[src/rtl/warp_pc_ctrl.sv]
// warp_pc_ctrl: warp-wide PC sequencing with per-lane NZP, SIMT SYNC routing and RET retirement
module warp_pc_ctrl #(
  parameter int PROGRAM_MEM_ADDR_BITS = 8,
  parameter int DATA_MEM_DATA_BITS = 8,
  parameter int THREADS_PER_BLOCK = 4
) (
  input  logic clk,
  input  logic reset,
  input  logic enable,
  input  logic [2:0] core_state,
  input  logic [2:0] decoded_nzp,
  input  logic [PROGRAM_MEM_ADDR_BITS-1:0] decoded_immediate,
  input  logic decoded_pc_mux,
  input  logic decoded_nzp_write_enable,
  input  logic decoded_ssy,
  input  logic decoded_sync,
  input  logic decoded_ret,
  input  logic [THREADS_PER_BLOCK*DATA_MEM_DATA_BITS-1:0] alu_out,
  input  logic [THREADS_PER_BLOCK-1:0] thread_mask,
  input  logic [PROGRAM_MEM_ADDR_BITS-1:0] branch_pc,
  input  logic [1:0] remain_route,
  output logic [PROGRAM_MEM_ADDR_BITS-1:0] current_pc,
  output logic [PROGRAM_MEM_ADDR_BITS-1:0] next_pc,
  output logic [THREADS_PER_BLOCK*3-1:0] nzp,
  output logic branch_taken,
  output logic done,
  output logic sync_underflow
);
  localparam int PW = PROGRAM_MEM_ADDR_BITS;
  localparam int T = THREADS_PER_BLOCK;
  localparam int D = DATA_MEM_DATA_BITS;
  logic is_exec, is_update, sync_hit, branch_hit, exec_taken, exec_underflow;
  logic [PW-1:0] pc_inc, exec_pc;
  logic [T*3-1:0] nzp_d;
  assign is_exec = core_state == 3'b101;
  assign is_update = core_state == 3'b110;
  assign pc_inc = current_pc + PW'(1);
  // remain_route==3 is not a SYNC case, so such an instruction falls through to the SSY/branch rules
  assign sync_hit = decoded_sync && remain_route != 2'd3;
  always_comb begin
    branch_hit = 1'b0;
    nzp_d = nzp;
    for (int i = 0; i < T; i++) begin
      branch_hit = branch_hit | (thread_mask[i] && |(nzp[3*i +: 3] & decoded_nzp));
      nzp_d[3*i +: 3] = thread_mask[i] ? alu_out[D*i +: 3] : nzp[3*i +: 3];
    end
  end
  always_comb begin
    exec_pc = pc_inc;
    exec_taken = 1'b0;
    exec_underflow = 1'b0;
    if (decoded_ret)
      exec_pc = current_pc;
    else if (sync_hit && remain_route == 2'd2) begin
      exec_pc = branch_pc;
      exec_taken = 1'b1;
    end else if (sync_hit)
      exec_underflow = remain_route == 2'd0;
    else if (!decoded_ssy && decoded_pc_mux && branch_hit) begin
      exec_pc = decoded_immediate;
      exec_taken = 1'b1;
    end
  end
  always_ff @(posedge clk) begin
    if (reset) begin
      current_pc <= '0;
      next_pc <= '0;
      nzp <= '0;
      branch_taken <= 1'b0;
      done <= 1'b0;
      sync_underflow <= 1'b0;
    end else if (enable) begin
      if (is_exec) begin
        branch_taken <= exec_taken;
        if (exec_underflow) sync_underflow <= 1'b1;
        if (!done) next_pc <= exec_pc;
      end
      if (is_update && !done) begin
        current_pc <= next_pc;
        if (decoded_nzp_write_enable) nzp <= nzp_d;
      end
      if (is_update && decoded_ret) done <= 1'b1;
    end
  end
endmodule

[config.mk]
export PLATFORM = sky130hd
export DESIGN_NAME = warp_pc_ctrl
export DESIGN_NICKNAME = d
export VERILOG_FILES = /design/src/rtl/warp_pc_ctrl.sv
export SDC_FILE = /design/constraint.sdc
export NUM_CORES = 1
export LEC_CHECK = 0
export BUFFER_PORTS_ARGS = -buffer_cell sky130_fd_sc_hd__buf_2
export CAP_MARGIN = 5
export CORE_MARGIN = 5
export CORE_UTILIZATION = 45
export CTS_BUF_LIST = sky130_fd_sc_hd__clkbuf_4 sky130_fd_sc_hd__clkbuf_8
export CTS_CLUSTER_DIAMETER = 50
export CTS_CLUSTER_SIZE = 14
export DETAILED_ROUTE_END_ITERATION = 16
export GPL_ROUTABILITY_DRIVEN = 0
export PLACE_DENSITY_LB_ADDON = 0.1
export SLEW_MARGIN = 20
export SYNTH_ARGS = -nofsm -noshare
export SYNTH_HDL_FRONTEND = slang
export SYNTH_SLANG_ARGS = --single-unit
[constraint.sdc]
create_clock -name clk -period 2.3 [get_ports clk]
set_clock_uncertainty 0.2 [all_clocks]
set_input_delay 0.46 -clock clk [delete_from_list [all_inputs] [get_ports clk]]
set_output_delay 0.46 -clock clk [all_outputs]
set_load 0.02 [all_outputs]
## Word level (Yosys, flattened, before mapping)

Index checks and enable logic that the tools add are counted.

- Bits in registers: 31
- Bits in latches: 0
- Bits in writable memories: 0
- ROM bits: 0
- Input bits: 68
- Output and inout port bits: 31
- Memories: 0

- Add/sub/neg operators: 1
- Multiply operators: 0
- Div/mod/pow operators: 0
- $lt $le $gt $ge: 0
- Eq/ne operators: 4
- Shift-type cells: 0
- Mux-type cells: 11
- Bitwise gates (word level): 8
- Reductions and logical operators: 26

Operators with widths:

| operator | number |
|---|---|
| two-way mux 8 bit | 4 |
| AND reduction 4 bit | 4 |
| bitwise AND 3 bit | 4 |
| OR reduction 3 bit | 4 |
| logical AND 1 bit | 10 |
| adder 8 x 1 -> 8 bit, second input constant | 1 |
| two-way mux 1 bit | 7 |
| equality test 3 bit, second input constant | 2 |
| AND reduction 2 bit | 3 |
| AND reduction 3 bit | 2 |
| OR 1 bit | 3 |
| equality test 2 bit, second input constant | 1 |
| logical NOT 1 bit | 2 |
| logical NOT 2 bit | 1 |
| != test 2 bit, second input constant | 1 |
| inverter 1 bit | 1 |

## Depth between registers and ports, before layout

- Word-level depth: 11
- Depth in mapped cells: 7
- Mapped depth without buffers: 6

## Least setup slack after synthesis

Ideal clock, no wire load.

- Path kind: input to register
- From: input port decoded_nzp[0]
- To: register next_pc[6]
- Library setup time: 0.132 ns
- Arrival: 1.531 ns
- Data required time: 1.968 ns
- Path slack: 0.436 ns
- Stages on the path: 5
- Buffers on the path: 0
- Cells stage by stage: a222oi_1 > o22ai_2 > o21a_4 > o211ai_1 > a21oi_1

- Word-level cells in the longest chain between the ends: 11
- Elaborated cells between the ends (all ways): 20
- Those cells by class: mux: 4; bitwise: 7; reduce/logical: 9

Ends and longest elaborated chain:

| item | line | RTL |
|---|---|---|
| start, declared | 11 | `input logic [2:0] decoded_nzp,` |
| bitwise AND 3 bit | 44 | `branch_hit = branch_hit \| (thread_mask[i] && \|(nzp[3*i +: 3] & decoded_nzp));` |
| OR reduction 3 bit | 44 |  |
| logical AND 1 bit | 44 |  |
| OR 1 bit (2 in a row) | 44 |  |
| OR 1 bit * | 44 |  |
| logical AND 1 bit * | 59 | `else if (!decoded_ssy && decoded_pc_mux && branch_hit) begin` |
| two-way mux 8 bit * | 59 |  |
| two-way mux 8 bit * | 57 | `end else if (sync_hit)` |
| two-way mux 8 bit * | 54 | `else if (sync_hit && remain_route == 2'd2) begin` |
| two-way mux 8 bit * | 52 | `if (decoded_ret)` |
| end signal, assigned | 76 | `if (!done) next_pc <= exec_pc;` |
| end, declared | 23 | `output logic [PROGRAM_MEM_ADDR_BITS-1:0] next_pc,` |

Every way passes the cells marked *; elsewhere a longest branch is shown, timed or not.
A chain may end at the register's enable or synchronous reset.

## Worst setup path after layout

- From: register nzp[0]
- To: register next_pc[1]

- Word-level cells in the longest chain between the ends: 11

Ends and longest elaborated chain:

| item | line | RTL |
|---|---|---|
| start, declared | 24 | `output logic [THREADS_PER_BLOCK*3-1:0] nzp,` |
| start signal, assigned | 80 | `if (decoded_nzp_write_enable) nzp <= nzp_d;` |
| bitwise AND 3 bit | 44 |  |
| OR reduction 3 bit | 44 |  |
| logical AND 1 bit | 44 |  |
| OR 1 bit (3 in a row) | 44 |  |
| logical AND 1 bit | 59 |  |
| two-way mux 8 bit | 59 |  |
| two-way mux 8 bit | 57 |  |
| two-way mux 8 bit | 54 |  |
| two-way mux 8 bit | 52 |  |

No other way between the ends.

==> metrics.csv <==
stage,metric,value,unit
worst_setup_path,kind of start point of the critical path,register,
grt,vias in the first global route,1747,
sta,unrepaired setup endpoints after global routing,false,
power,power density over the cells,480.9,mW/mm²
synthesis,async set or reset register ratio after synthesis,0,
worst_setup_path,peak per-stage delay on the critical path,390,ps
clock_tree,number of gates resized after cts,0,
power,worst ir drop on vdd,0.0004018,V
synthesis,Synth area leaders,"dfxtp_1, a21oi_1, mux2i_1",
flow_run,max-cap check violation count,0,
floorplanning,Vert. Die Dim,71.88,µm
sta,Setup Total Neg Slack,0,ps
sta,worst hold slack,204.1,ps
worst_hold_path,path type of the worst min-delay path,input pin to register,
clock_tree,depth of the CTS H-tree,2,
worst_setup_path,type of the worst setup path,register to register,
synthesis,top cell type's share of synthesized area,0.3602,
clock_tree,clk root buf,clkbuf_8,
final_layout,fraction of final layout cells with drive strength greater than 1,0.3412,
clock_tree,total setup buffers inserted after CTS,0,
worst_setup_path,slowest library cell on the worst path,a222oi_1,
place,# port buffers,78,
clock_tree,clock latency on the worst-skew pair,280,ps
worst_hold_path,number of stages on the worst hold path,3,
sta,transition time of the tightest slew-check pin,573.6,ps
worst_setup_path,arrival time worst endpoint,1890,ps
final_layout,number of diodes,0,
floorplanning,number of primary I/O pins,99,
grt,total global-route track usage,0.1992,
grt,first-pass GRT wire length,8155,µm
sta,share of the clock period used by the worst path after layout,0.8469,
synthesis,area of the mapped netlist,0.001723,mm²
worst_setup_path,"Critical Path, Cell by Cell","a222oi_1, o22ai_2, o211a_1, o31ai_1, a21oi_1",
detailed_routing,wire length per cell after detailed routing,14.28,µm
clock_tree,clock buffers created by TritonCTS,5,
sta,max frequency,513.4,MHz
clock_tree,clock tree from TritonCTS,done,
final_layout,most frequent standard cell in the layout excluding fill and tap cells,buf_2,
synthesis,primary flip-flop cell chosen by synthesis mapping,dfxtp_1,
clock_tree,number of buffers on the longest clock path,2,
grt,remaining global-route overflow,0,
power,Leakage Power,1.107,nW
worst_hold_path,Worst Hold Endpoint,nzp[5],
worst_setup_path,Reg-to-Reg Start,nzp[0],
final_layout,"top library cells by usage in the layout, fill and taps aside","buf_2, a21oi_1, dfxtp_1",
detailed_routing,drt via density,5.390,
clock_tree,count of hold buffers inserted by post-cts repair,0,
worst_setup_path,Critical Path RT,2250,ps
synthesis,yosys warns,0,
detailed_routing,total vias in the final route,1854,
synthesis,instance count of the mapped netlist,215,
synthesis,net count after synthesis,284,
sta,number of pins with negative max-slew slack in the final report,0,
worst_hold_path,hold path start,alu_out[10],
place,Placed Cells incl. Taps,336,
sta,relative slew slack,0.6176,
floorplanning,die boundary width,71.88,µm
sta,hold violation total from the final report,0,
synthesis,top cell type by total area after synthesis,dfxtp_1,
synthesis,register bit total from synthesis,31,
grt,maximum number of pins on one net before global-route repair,34,
final_layout,layout overhead on the synthesized area,31.01,%
power,total power,0.001085,W
worst_setup_path,cell class contributing the biggest share of worst-path delay,compound AO/OA/AOI/OAI gates,
synthesis,number of synthesized flops with an enable pin,0,
clock_tree,clock slew at the register clock pins of the worst setup and hold paths,70,ps
synthesis,"Seq/Total Area, Yosys",0.3602,
detailed_routing,drt first-iter violations,147,
worst_setup_path,count of cells along the worst register-to-register path,5,
sta,final setup violation count,0,
worst_setup_path,endpoint of the lowest-slack register-to-register path,next_pc[1],
detailed_routing,iteration count of the initial detailed-routing pass,5,
detailed_routing,DRC violations left,0,
clock_tree,Clock Sink Count,31,
detailed_routing,post-detailed-route count of antenna-violating nets,0,
floorplanning,die footprint,0.005166,mm²
worst_setup_path,"reg-to-reg slack, setup",350,ps
final_layout,non-filler instance count after layout,344,
detailed_routing,final wirelength,4914,µm
grt,initial antenna violation count,0,
synthesis,average cell area after synthesis,8.013,µm²
final_layout,Final nets,364,
run_status,result of the run,"complete, no violations",
sta,time the worst path needs with I/O delays and setup,1948,ps
synthesis,Yosys cell types,37,
place,dpl hpwl,3666,µm
floorplanning,core box area,0.003689,mm²
floorplanning,Initial Util,0.4671,
worst_setup_path,capturing element type of the critical path,register,
worst_setup_path,CP Max Fanout,6,
worst_setup_path,crit path buf inv count,0,
floorplanning,num rows,22,
cell type report:
cell class / instances / area [µm²]
clock inverters: 2 / 12.51
well taps: 48 / 60.06
clock buffers: 6 / 76.32
fillers: 384 / 1431
inverters: 18 / 67.56
repair buffers: 85 / 442.9
multi-input cells: 154 / 977.2
flip-flops and latches: 31 / 620.6
routing by layer:
| layer | track usage | part of all wire | up-vias |
|---|---|---|---|
| met4 | 0.05846 | 0.013 | 0 |
| met2 | 0.3143 | 0.45 | 82 |
| met3 | 0.05750 | 0.087 | 10 |
| met1 | 0.2634 | 0.45 | 835 |
| li1 | - | - | 927 |
| met5 | 0 | 0 | - |
cells in the mapped netlist, types with 2 or more instances:
cell type / n
nand2_1: 17
inv_1: 18
clkbuf_1: 9
o21ai_0: 9
xnor2_1: 5
nand2b_1: 3
mux2i_1: 13
nand3_1: 12
a222oi_1: 4
o211a_1: 2
nor2_1: 17
o211ai_1: 10
dfxtp_1: 31
a21oi_1: 36
o31ai_1: 3
nor4_1: 3
o22ai_2: 2
and3_1: 2
worst min-delay path, cell delays in order:
cell and delay, ps:
buf_2 70, mux2i_1 50, nor2_1 70
metrics by stage:
step / cell area, µm² / setup WS [ps] / utilization
2_1_floorplan: 1723 / 436.3 / -
3_3_place_gp: 2168 / 109.0 / 0.5879
3_5_place_dp: 2168 / 97.62 / 0.5879
4_1_cts: 2257 / 379.3 / 0.6119
5_1_grt: 2257 / 204.8 / 0.6119
6_report: 2257 / 352.0 / 0.6119
registers in the layout, indices dropped and copies added, names as in the netlist:
register        cells
nzp                12
current_pc          8
done                1
sync_underflow      1
next_pc             8
branch_taken        1
worst max-delay path by stage:
| stage | slack, ps | to | start | cells after the start |
|---|---|---|---|---|
| floorplan | 440 | next_pc[6] | decoded_nzp[0] | 5 |
| CTS | 380 | next_pc[1] | nzp[6] | 5 |
| global route | 200 | next_pc[1] | nzp[6] | 5 |
| detailed placement | 100 | next_pc[1] | decoded_nzp[0] | 6 |
| finish | 350 | next_pc[1] | nzp[0] | 5 |
| global placement | 110 | next_pc[6] | decoded_nzp[0] | 6 |
logic make-up after synthesis:
group,share of synthesized area
fa+ha+maj,0.007261
buf+inv,0.07262
compound gates,0.2701
mux,0.07552
simple gates,0.1837
xor+xnor,0.03050
flops,0.3602
report_power, final:
part | leakage, nW | switching (W) | internal (W)
Sequential | 0.250 | 0.00000321 | 0.000540
Combinational | 0.813 | 0.0000632 | 0.0000498
Clock | 0.0446 | 0.000207 | 0.000223
Note: power is estimated with default switching activity, not from simulation.
